===== src/rtl/lut_loader_if.sv =====
// lut_loader_if: coefficient stream and lookup port bundle for lut_loader
interface lut_loader_if #(
    parameter int size = 2,
    parameter int W = 16
);
    localparam int OW = W + $clog2(size) + 1;

    logic signed [W-1:0] coef_in;
    logic coef_valid;
    logic coef_ready;
    logic lut_ready;
    logic [size-1:0] sel;
    logic sel_valid;
    logic signed [OW-1:0] result;
    logic result_valid;

    modport master (
        output coef_in, coef_valid, sel, sel_valid,
        input coef_ready, lut_ready, result, result_valid
    );

    modport slave (
        input coef_in, coef_valid, sel, sel_valid,
        output coef_ready, lut_ready, result, result_valid
    );
endinterface


===== src/rtl/lut_loader.sv =====
// lut_loader: runtime-loadable control-bit LUT built in Gray-code order; LUT_REGOUT_EN adds an output register stage
module lut_loader #(
    parameter int size = 2,
    parameter int W = 16
) (
    input logic clk,
    input logic rstn,
    lut_loader_if.slave bus
);
    localparam int OW = W + $clog2(size) + 1;
    localparam int KW = size > 1 ? $clog2(size) : 1;
    localparam int D = 2 ** size;
    localparam logic [1:0] LOAD = 2'd0;
    localparam logic [1:0] BUILD = 2'd1;
    localparam logic [1:0] READY = 2'd2;

    logic [1:0] state;
    logic [KW-1:0] k;
    logic [KW-1:0] j;
    logic [size-1:0] g;
    logic [size-1:0] gray;
    logic signed [OW-1:0] base;
    logic signed [OW-1:0] acc;
    logic signed [OW-1:0] nacc;
    logic signed [OW-1:0] delta;
    logic signed [OW-1:0] rd;
    logic signed [W-1:0] fact [size];
    logic signed [OW-1:0] mem [D];
    logic hit;

    function automatic logic signed [OW-1:0] sx(input logic signed [W-1:0] v);
        return {{(OW-W){v[W-1]}}, v};
    endfunction

    assign bus.coef_ready = state != BUILD;
    assign bus.lut_ready = state == READY;
    assign gray = g ^ (g >> 1);
    assign rd = mem[bus.sel];
    assign hit = bus.sel_valid && bus.lut_ready;

    // lowest set bit of the step counter names the single coefficient whose sign flips
    always_comb begin
        j = '0;
        for (int i = size - 1; i >= 0; i--) if (g[i]) j = KW'(i);
        delta = sx(fact[j]) <<< 1;
        nacc = gray[j] ? acc + delta : acc - delta;
    end

    // load / build / ready sequencing and coefficient capture
    always_ff @(posedge clk or negedge rstn) begin
        if (!rstn) begin
            state <= LOAD;
            k <= '0;
            g <= '0;
            base <= '0;
            acc <= '0;
            for (int i = 0; i < size; i++) fact[i] <= '0;
        end else begin
            case (state)
                LOAD: if (bus.coef_valid) begin
                    fact[k] <= bus.coef_in;
                    base <= base - sx(bus.coef_in);
                    k <= k + 1'b1;
                    if (k == KW'(size - 1)) begin
                        state <= BUILD;
                        k <= '0;
                        g <= '0;
                    end
                end
                BUILD: begin
                    acc <= g == '0 ? base : nacc;
                    g <= g + 1'b1;
                    if (&g) state <= READY;
                end
                default: if (bus.coef_valid) begin
                    fact[0] <= bus.coef_in;
                    base <= -sx(bus.coef_in);
                    k <= size == 1 ? '0 : KW'(1);
                    g <= '0;
                    state <= size == 1 ? BUILD : LOAD;
                end
            endcase
        end
    end

    // one table entry per build step, addressed by the Gray code of the step
    always_ff @(posedge clk) begin
        if (state == BUILD) mem[gray] <= g == '0 ? base : nacc;
    end

`ifdef LUT_REGOUT_EN
    logic signed [OW-1:0] r1;
    logic v1;

    // table read stage followed by an output register; each holds when idle
    always_ff @(posedge clk or negedge rstn) begin
        if (!rstn) begin
            r1 <= '0;
            v1 <= 1'b0;
            bus.result <= '0;
            bus.result_valid <= 1'b0;
        end else begin
            v1 <= hit;
            if (hit) r1 <= rd;
            bus.result_valid <= v1;
            if (v1) bus.result <= r1;
        end
    end
`else
    // single-cycle lookup; result holds its last value when no request
    always_ff @(posedge clk or negedge rstn) begin
        if (!rstn) begin
            bus.result <= '0;
            bus.result_valid <= 1'b0;
        end else begin
            bus.result_valid <= hit;
            if (hit) bus.result <= rd;
        end
    end
`endif
endmodule


===== src/flat_wrapper.sv =====
// flat-port wrapper written by rule: the top's interface ports become plain ports
module lut_loader_flat 
#(
    parameter int size = 2,
    parameter int W = 16
)
  (clk, rstn, bus_coef_in, bus_coef_valid, bus_sel, bus_sel_valid, bus_coef_ready, bus_lut_ready, bus_result, bus_result_valid);
  lut_loader_if #(.size(size), .W(W)) bus_i ();
  input logic clk;
  input logic rstn;
  input wire logic [$bits(bus_i.coef_in)-1:0] bus_coef_in;
  input wire logic [$bits(bus_i.coef_valid)-1:0] bus_coef_valid;
  input wire logic [$bits(bus_i.sel)-1:0] bus_sel;
  input wire logic [$bits(bus_i.sel_valid)-1:0] bus_sel_valid;
  output wire logic [$bits(bus_i.coef_ready)-1:0] bus_coef_ready;
  output wire logic [$bits(bus_i.lut_ready)-1:0] bus_lut_ready;
  output wire logic [$bits(bus_i.result)-1:0] bus_result;
  output wire logic [$bits(bus_i.result_valid)-1:0] bus_result_valid;
  assign bus_i.coef_in = bus_coef_in;
  assign bus_i.coef_valid = bus_coef_valid;
  assign bus_i.sel = bus_sel;
  assign bus_i.sel_valid = bus_sel_valid;
  assign bus_coef_ready = bus_i.coef_ready;
  assign bus_lut_ready = bus_i.lut_ready;
  assign bus_result = bus_i.result;
  assign bus_result_valid = bus_i.result_valid;
  lut_loader #(.size(size), .W(W)) u_core (.clk(clk), .rstn(rstn), .bus(bus_i));
endmodule

===== config.mk =====
export PLATFORM = sky130hd
export DESIGN_NAME = lut_loader_flat
export DESIGN_NICKNAME = d
export VERILOG_FILES = /design/src/rtl/lut_loader_if.sv /design/src/rtl/lut_loader.sv /design/src/flat_wrapper.sv
export SDC_FILE = /design/constraint.sdc
export NUM_CORES = 1
export LEC_CHECK = 0
export CAP_MARGIN = 5
export CORE_MARGIN = 1.5
export CORE_UTILIZATION = 65
export CTS_CLUSTER_SIZE = 14
export DETAILED_ROUTE_END_ITERATION = 10
export MAX_ROUTING_LAYER = met4
export PLACE_DENSITY = 0.85
export SLEW_MARGIN = 0
export SYNTH_ARGS = -nofsm -noshare
export SYNTH_HDL_FRONTEND = slang
export SYNTH_SLANG_ARGS = --single-unit

===== constraint.sdc =====
create_clock -name clk -period 6.7 [get_ports clk]
set_clock_uncertainty 0.05 [all_clocks]
set_input_delay 1.34 -clock clk [delete_from_list [all_inputs] [get_ports clk]]
set_output_delay 1.34 -clock clk [all_outputs]
set_load 0.005 [all_outputs]

* Yosys cells after proc, flatten, opt, wreduce, memory -nomap -nowiden
Memories as Yosys holds them, arrays and structs flattened. A register that Yosys moved wholly into a read port is not among the register bits.
Index checks and enable logic that the tools add are counted.
** Cells by class
- Add/subtract/negate cells :: 6
- Magnitude comparators :: 4
- Eq/ne operators :: 6
- Muxes and demuxes :: 32
- Bitwise gates (word level) :: 4
- Reduce and logical (&&, ||, !) cells :: 11
** Operators with widths (number)
- $mux 16 :: 5
- $mux 18 :: 4
- $pmux 18 s2 :: 1
- $bwmux 32 :: 1
- $mux 32 :: 1
- $pmux 16 s2 :: 1
- $add 18x17->18 :: 1
- $neg 16->18 :: 1
- $sub 18x16->18 :: 1
- $sub 18x17->18 :: 1
- $demux 16 s1 :: 1
- $mux 2 :: 6
- $mux 1 :: 9
- $pmux 2 s2 :: 2
- $ne 2x1->1 const B :: 3
- $reduce_and 2->1 :: 3
- $ge 2x2->1 const B :: 2
- $logic_not 2->1 :: 2
- $not 1->2 :: 2
- $reduce_and 4->1 :: 1
- $reduce_and 3->1 :: 1
- $add 2x1->2 const B :: 1
- $eq 2x1->1 const B :: 1
- $eq 2x2->1 const B :: 1
- 10 further kinds :: 11
** Word-level totals
- Bits in registers :: 74
- RAM bits :: 72
- Input port bits :: 22
- Output and inout port bits :: 21
- Logic and storage cells :: 72
- Memories :: 1
** Memories
- u_core.mem :: depth 4, bits a word 18, rd ports 1, clocked after Yosys merged registers in 1, write ports 1, line lut_loader.sv:28 : logic signed [OW-1:0] mem [D];

* Depth between registers and ports, before layout
Gate-level depths: netlist (run 1).
- Depth after elaboration :: 9
- Depth in mapped cells :: 20
- Mapped depth without buffers :: 16

* Worst setup path before layout (run 1)
Ideal clock, no wire load.
- Path type :: flip-flop to flip-flop
- Start :: register u_core.g[0]
- End :: memory u_core.mem[0][17] (netlist name), data pin
- Library setup time :: 0.279 ns
- Arrival time :: 4.241 ns
- Required time :: 6.371 ns
- Path slack :: 2.130 ns
- Cell stages (with the launch flop) :: 20
- Buffers on the path :: 4
- Period minus slack after synthesis :: 4.570 ns
- Path through :: dfrtp_1 inv_1 ha_1 buf_6 clkbuf_1 buf_1 buf_2 mux2i_1 ha_1 nand2_2 or3_4 nor2b_1 xnor2_1 ha_1 a21o_1 nor3_1 o31ai_1 xnor2_1 xnor2_1 o21ai_1
** Between the ends
- Word-level cells in the longest chain between the ends :: 8
- Elaborated cells between the ends (all ways) :: 13
- Classes of those cells :: 2 x add/sub; 8 x mux; 2 x bitwise; 1 x reduce/logical
** Ends and longest elaborated chain
- from (decl) :: line lut_loader.sv:20 : logic [size-1:0] g;
- from (signal assigned) :: line lut_loader.sv:72 : g <= g + 1'b1;
- $mux 1 :: line lut_loader.sv:44 : for (int i = size - 1; i >= 0; i--) if (g[i]) j = KW'(i);
- $not 1->2 (not written as such) :: line lut_loader.sv:45 : delta = sx(fact[j]) <<< 1;
- $mux 16 (not written as such) (3 in a row) :: line lut_loader.sv:45
- $sub 18x17->18 / $add 18x17->18 (equally long branches) :: line lut_loader.sv:46 : nacc = gray[j] ? acc + delta : acc - delta;
- $mux 18 :: line lut_loader.sv:46
- $mux 18 (*) :: line lut_loader.sv:88 : if (state == BUILD) mem[gray] <= g == '0 ? base : nacc;
- to (decl) :: line lut_loader.sv:28
Mark *: on every way between the ends. The rest lies on a longest branch, timed or not. The select of a mux whose other input is x is not followed.

* Final worst setup path (run 1)
- Start :: register u_core.g[0]
- End :: memory u_core.mem[0][15] (netlist name), data pin
Same word-level chain as after synthesis.

==> results.yml, run 1 <==
placement:
  gp_congestion: 0.942
  hpwlAfterDp_um: 14200
  place_area_um2: 9650
  dp.cells: 1013
  io_buffer_count: 42
synthesis:
  yosys_most_used_dff: "dfrtp_1"
  seq_area_frac_synth: 0.491
  synthArstFlopShare: 0.561
  synthCells: 819
  synth_seq_cells: 164
  syn-cell-area_um2: 9100
  synth.area.top_cells: "dfrtp_1, edfxtp_1, ha_1, mux2_2, nand2_1"
  yosysWarningCount: 0
  synth_edf_count: 72
  synth_cell_types: 67
  syn_nets: 885
  syn-mean-instance-area_um2: 11.1
  synth_top_area_cell: "dfrtp_1"
  yosys.area.top_type_share: 0.253
layout:
  design_area_um2: 10200
  fillers: 936
  regArea_um2: 4460
  multi_input_area_um2: 4360
  drive_above_1_share: 0.139
  fin_nets: 918
  antenna_cells: 0
  layout.cells.non_filler: 1045
  syn_to_final_growth_pct: 12.4
route:
  wire_per_inst_um: 19.1
  totalWireLength_um: 20000
  vias: 6442
  drt-pass1-iter-count: 6
  drc: 0
  ant_nets: 0
  drt_iter0_markers: 372
  vias_per_cell: 6.16
job:
  drv_cap: 0
cts:
  holdBufCountCts: 0
  cts_inserted_buffers: 17
  clock_latency_ps: 430
  clock_sinks: 164
  clockBufferDepth: 2
  cts_root_buf: "clkbuf_16"
  cts_setup_buffers: 0
  clk_pin_slew_worst_paths_ps: 60
  ctsResizeCount: 0
  cts_tree: "built"
  htree_levels: 4
floorplanning:
  initial_core_util: 0.661
  ioPinCount: 43
  die_x_um: 121
  rows: 43
  die_h_um: 121
  core-area_um2: 13800
  die_area_um2: 14700
sta:
  rsz0062_at_grt: "false"
  fmax_mhz: 207
  min_period_ps: 4830
  relSlewSlack: 0.237
  tns_ps: 0
  finalHoldViolations: 0
  setup_viol: 0
  fin_crit_sh: 0.721
  drv_slew: 0
  worst_slew_pin_slew_ps: 1150
worst_setup_path:
  r2r_start: "u_core.g[0]$_DFFE_PN0P_"
  cp.required_ps: 6830
  worstPathMaxFanout: 21
  r2r.worst_path.cells: 16
  r2r-end: "u_core.mem[0][15]$_DFFE_PP_"
  rrSetupSlack_ps: 1870
  crit_end: "u_core.mem[0][15]$_DFFE_PP_"
  crit_type: "reg -> reg"
  critPathLaunch: "u_core.g[0]$_DFFE_PN0P_"
  crit_path_end_kind: "flop"
  crit_arrival_ps: 4960
  crit_path_start_kind: "flop"
global_route:
  overflow: 0
  grt_use_total: 0.300
  antenna_found_initial: 0
  first_global_vias: 6330
  grt_pass1_wl_um: 32300
  grt_max_degree: 67
worst_hold_path:
  min_path_type: "reg -> reg"
run_status:
  status: "complete, no violations"
[worst min path at each step]
| stage | from | to | slack [ps] | depth (start not counted) |
|---|---|---|---|---|
| after floorplan | u_core.fact[31]$_DFFE_PN0P_ | u_core.fact[31]$_DFFE_PN0P_ | 390 | 2 |
| after global placement | u_core.fact[31]$_DFFE_PN0P_ | u_core.fact[31]$_DFFE_PN0P_ | 400 | 2 |
| after detailed placement | u_core.fact[31]$_DFFE_PN0P_ | u_core.fact[31]$_DFFE_PN0P_ | 410 | 2 |
| after CTS | u_core.fact[31]$_DFFE_PN0P_ | u_core.fact[31]$_DFFE_PN0P_ | 420 | 2 |
| after global routing | u_core.acc[3]$_DFFE_PN0P_ | u_core.acc[3]$_DFFE_PN0P_ | 460 | 2 |
| final | u_core.fact[31]$_DFFE_PN0P_ | u_core.fact[31]$_DFFE_PN0P_ | 420 | 2 |
[metrics by stage]
stage,util,hold slack [ps],worst slack (ps)
floorplan,-,388,2130
global placement,0.701,402,2130
detailed placement,0.701,408,1960
CTS,0.743,422,1930
global route,0.743,465,1530
finish,0.743,423,1870
[cells in the mapped netlist, types with 3 or more instances]
cell	instances
nor3_1	15
clkbuf_1	25
o21bai_1	5
o31ai_1	8
a221oi_1	4
nand3_1	23
nand2_1	117
xnor2_1	38
o21ai_1	4
inv_1	33
nand4_1	3
and2_1	7
dfrtp_1	92
nor2_1	40
xor2_1	11
buf_1	6
nor2b_1	8
nor4_1	5
mux2_2	45
ha_1	42
a21o_1	12
edfxtp_1	72
o22ai_1	4
mux2i_1	18
o21ai_0	43
a31oi_1	7
nand2b_1	6
buf_2	4
a211oi_1	7
mux4_2	18
a211o_1	4
a21oi_1	38
o21a_1	3
[logic make-up (layout without fill, tap and decap cells)]
| kind of cell | count (synthesis) | count (layout) | synth area share |
|---|---|---|---|
| AO/OA/AOI/OAI | 164 | 164 | 0.118 |
| AND/OR/NAND/NOR | 247 | 247 | 0.130 |
| adder cells (fa/ha/maj) | 44 | 44 | 0.0622 |
| flip-flops | 164 | 164 | 0.491 |
| XOR/XNOR | 49 | 49 | 0.0472 |
| buffers and inverters | 69 | 115 | 0.0298 |
| multiplexers | 82 | 82 | 0.123 |
[metal layers]
metal  vias up  GRT usage  part of all wire
met4         0      0.110             0.020
met5         -          -                 0
li1       3048          -                 -
met3        34     0.0540             0.047
met2       187      0.490              0.50
met1      3173      0.377              0.43
[worst max-delay path, cell delays in order, from the launching register on]
cell       delay, ps
dfrtp_1          440
inv_1            130
ha_1             680
buf_4            380
or2b_1           270
o32a_1           160
nor3_1           200
nor2_1            80
xnor2_1          160
ha_1             350
a2111oi_0        440
inv_1            100
o21ai_0          250
o21ai_0          190
a21oi_1          200
xor2_1           110
o21ai_0          390
[placed cells by master, fill, tap and decap left out, types with 15 or more instances in the layout]
master           instances
mux4_2                  18
edfxtp_1                72
o21ai_0                 43
dfrtp_1                 92
ha_1                    42
clkdlybuf4s50_1         41
clkbuf_16               17
nor3_1                  15
mux2_2                  45
xnor2_1                 38
nand3_1                 23
a21oi_1                 38
mux2i_1                 18
nand2_1                117
nor2_1                  40
inv_1                   33
[cell type report]
type / count / share of cell area
clock buffer: 24 / 0.0461
clock inverter: 8 / 0.0103
inverter: 33 / 0.0121
multi-input combinational: 586 / 0.426
sequential: 164 / 0.436
tap: 180 / 0.0220
timing repair buffer: 50 / 0.0467
[state kept, by name, summed over array words and instances (netlist names)]
signal,flops
u_core.fact,32
u_core.bus.result,18
u_core.bus.result_valid,1
u_core.mem,72
u_core.base,18
u_core.state,2
u_core.acc,18
u_core.g,2
u_core.k,1
Power of run 1 is not shown: default switching activity piles up to over one toggle a cycle in this logic, so the estimate is an artifact.
==> run 2: changes to the inputs <==
CORE_UTILIZATION = 61   (was 65)
PLACE_DENSITY = 0.8   (was 0.85)
clock period = 4.96 ns   (was 6.7 ns; I/O delays follow)
==> results.yml, run 2 (same netlist as run 1, synthesis figures left out) <==
run_status:
  status: "complete, no violations"
cts:
  clk_pin_slew_worst_paths_ps: 60
  cts_setup_buffers: 0
  cts_tree: "built"
  holdBufCountCts: 0
  cts_inserted_buffers: 17
  clock_latency_ps: 440
  clockBufferDepth: 2
  clock_sinks: 164
  htree_levels: 4
  cts_root_buf: "clkbuf_16"
layout:
  layout_commonest_cell: "nand2_1"
  drive_above_1_share: 0.149
  antenna_cells: 0
  largest_reg_flops: 72
  syn_to_final_growth_pct: 12.7
  top_regs: "u_core.mem: 72 flops, u_core.fact: 32 flops"
  regMostFlops: "u_core.mem"
  fillers: 1017
  layout_common_cells: "nand2_1, dfrtp_1, edfxtp_1"
  fin_nets: 921
worst_setup_path:
  worstPathMaxFanout: 13
  crit_type: "reg -> reg"
  cp.required_ps: 5070
  crit_arrival_ps: 4520
  crit_path_end_kind: "flop"
  crit_path_start_kind: "flop"
sta:
  finalHoldViolations: 0
  fin_crit_sh: 0.890
  rsz0062_at_grt: "false"
  relSlewSlack: 0.344
  tns_ps: 0
  setup_viol: 0
  worst_slew_pin_slew_ps: 984
  drv_slew: 0
  min_period_ps: 4410
  fmax_mhz: 227
global_route:
  overflow: 0
  grt_use_total: 0.272
  grt_max_degree: 66
  grt_pass1_wl_um: 32500
  antenna_found_initial: 0
  first_global_vias: 6440
placement:
  gp_congestion: 0.970
  io_buffer_count: 42
  hpwlAfterDp_um: 14200
route:
  drt_iter0_markers: 438
  drt-pass1-iter-count: 5
  totalWireLength_um: 19700
  ant_nets: 0
  wire_per_inst_um: 18.7
  vias: 6475
  drc: 0
  vias_per_cell: 6.15
floorplanning:
  ioPinCount: 43
  die_x_um: 125
  rows: 44
  initial_core_util: 0.626
  die_h_um: 125
  core-area_um2: 14500
  die_area_um2: 15700
worst_hold_path:
  min_path_type: "reg -> reg"
job:
  drv_cap: 0
==> run 2: what timing repair did <==
| item | CTS | global route |
|---|---|---|
| hold endpoints to repair | 0 | 0 |
| gates resized for setup | 0 | 1 |
| setup endpoints to repair | 0 | 4 |
==> run 2: metal layers <==
| layer | track usage | share of wire | up-vias |
|---|---|---|---|
| met5 | - | 0 | - |
| met4 | 0.0949 | 0.022 | 0 |
| met3 | 0.0411 | 0.043 | 37 |
| met2 | 0.443 | 0.49 | 197 |
| met1 | 0.351 | 0.44 | 3179 |
| li1 | - | - | 3062 |
==> run 2: final cells by class <==
class | instances | area, µm² | share of cell area
clock buffers | 17 | 425 | 0.0415
clock inverters | 15 | 146 | 0.0143
inverters | 33 | 124 | 0.0121
multi-input cells | 586 | 4370 | 0.426
flip-flops and latches | 164 | 4460 | 0.435
well taps | 184 | 230 | 0.0224
repair buffers | 53 | 500 | 0.0488
==> run 2: metrics by stage <==
stage / hold slack (ps) / setup WS (ps) / utilization / instance area [µm²] / instances
after global routing: 465 / 170 / 0.706 / 10300 / 1052
after global placement: 402 / 739 / 0.666 / 9680 / 1020
after detailed placement: 406 / 398 / 0.666 / 9680 / 1020
final: 427 / 548 / 0.706 / 10300 / 1052
after floorplan: 388 / 390 / - / 9100 / 819
after CTS: 429 / 371 / 0.705 / 10300 / 1052
==> run 2: worst max-delay path, stage by stage, from the launching register on <==
cell and delay [ps]:
dfrtp_1 440, inv_1 130, ha_2 410, mux2i_1 300, ha_1 280, nand2_2 100, nor4_1 360, nor2_1 90
xnor2_1 170, ha_1 380, a21oi_1 260, nor2b_1 70, o21ai_0 180, nand2b_1 80, a31oi_1 270, xor2_1 100
o21ai_0 460
==> run 2: final timing paths <==
| path | slack [ps] | cells after the start | end | startpoint |
|---|---|---|---|---|
| worst max-delay path | 550 | 16 | u_core.mem[2][16]$_DFFE_PP_ | u_core.g[0]$_DFFE_PN0P_ |
| worst min-delay path | 430 | 2 | u_core.acc[0]$_DFFE_PN0P_ | u_core.acc[0]$_DFFE_PN0P_ |
| worst max register to register | 550 | 16 | u_core.mem[2][16]$_DFFE_PP_ | u_core.g[0]$_DFFE_PN0P_ |
| worst min register to register | 430 | 2 | u_core.acc[0]$_DFFE_PN0P_ | u_core.acc[0]$_DFFE_PN0P_ |
| max in group asynchronous | 3340 | 2 | u_core.base[12]$_DFFE_PN0P_ | rstn |
| min in group asynchronous | 610 | 1 | u_core.bus.result[4]$_DFFE_PN0P_ | rstn |
Power of run 2 is left out for the same reason.
==> run 3: changes to the inputs <==
CAP_MARGIN = unset   (was 5)
==> results of run 3 <==
Same layout as run 2: the final DEF is identical, and so are final timing and power.
Power of run 3 is left out for the same reason.
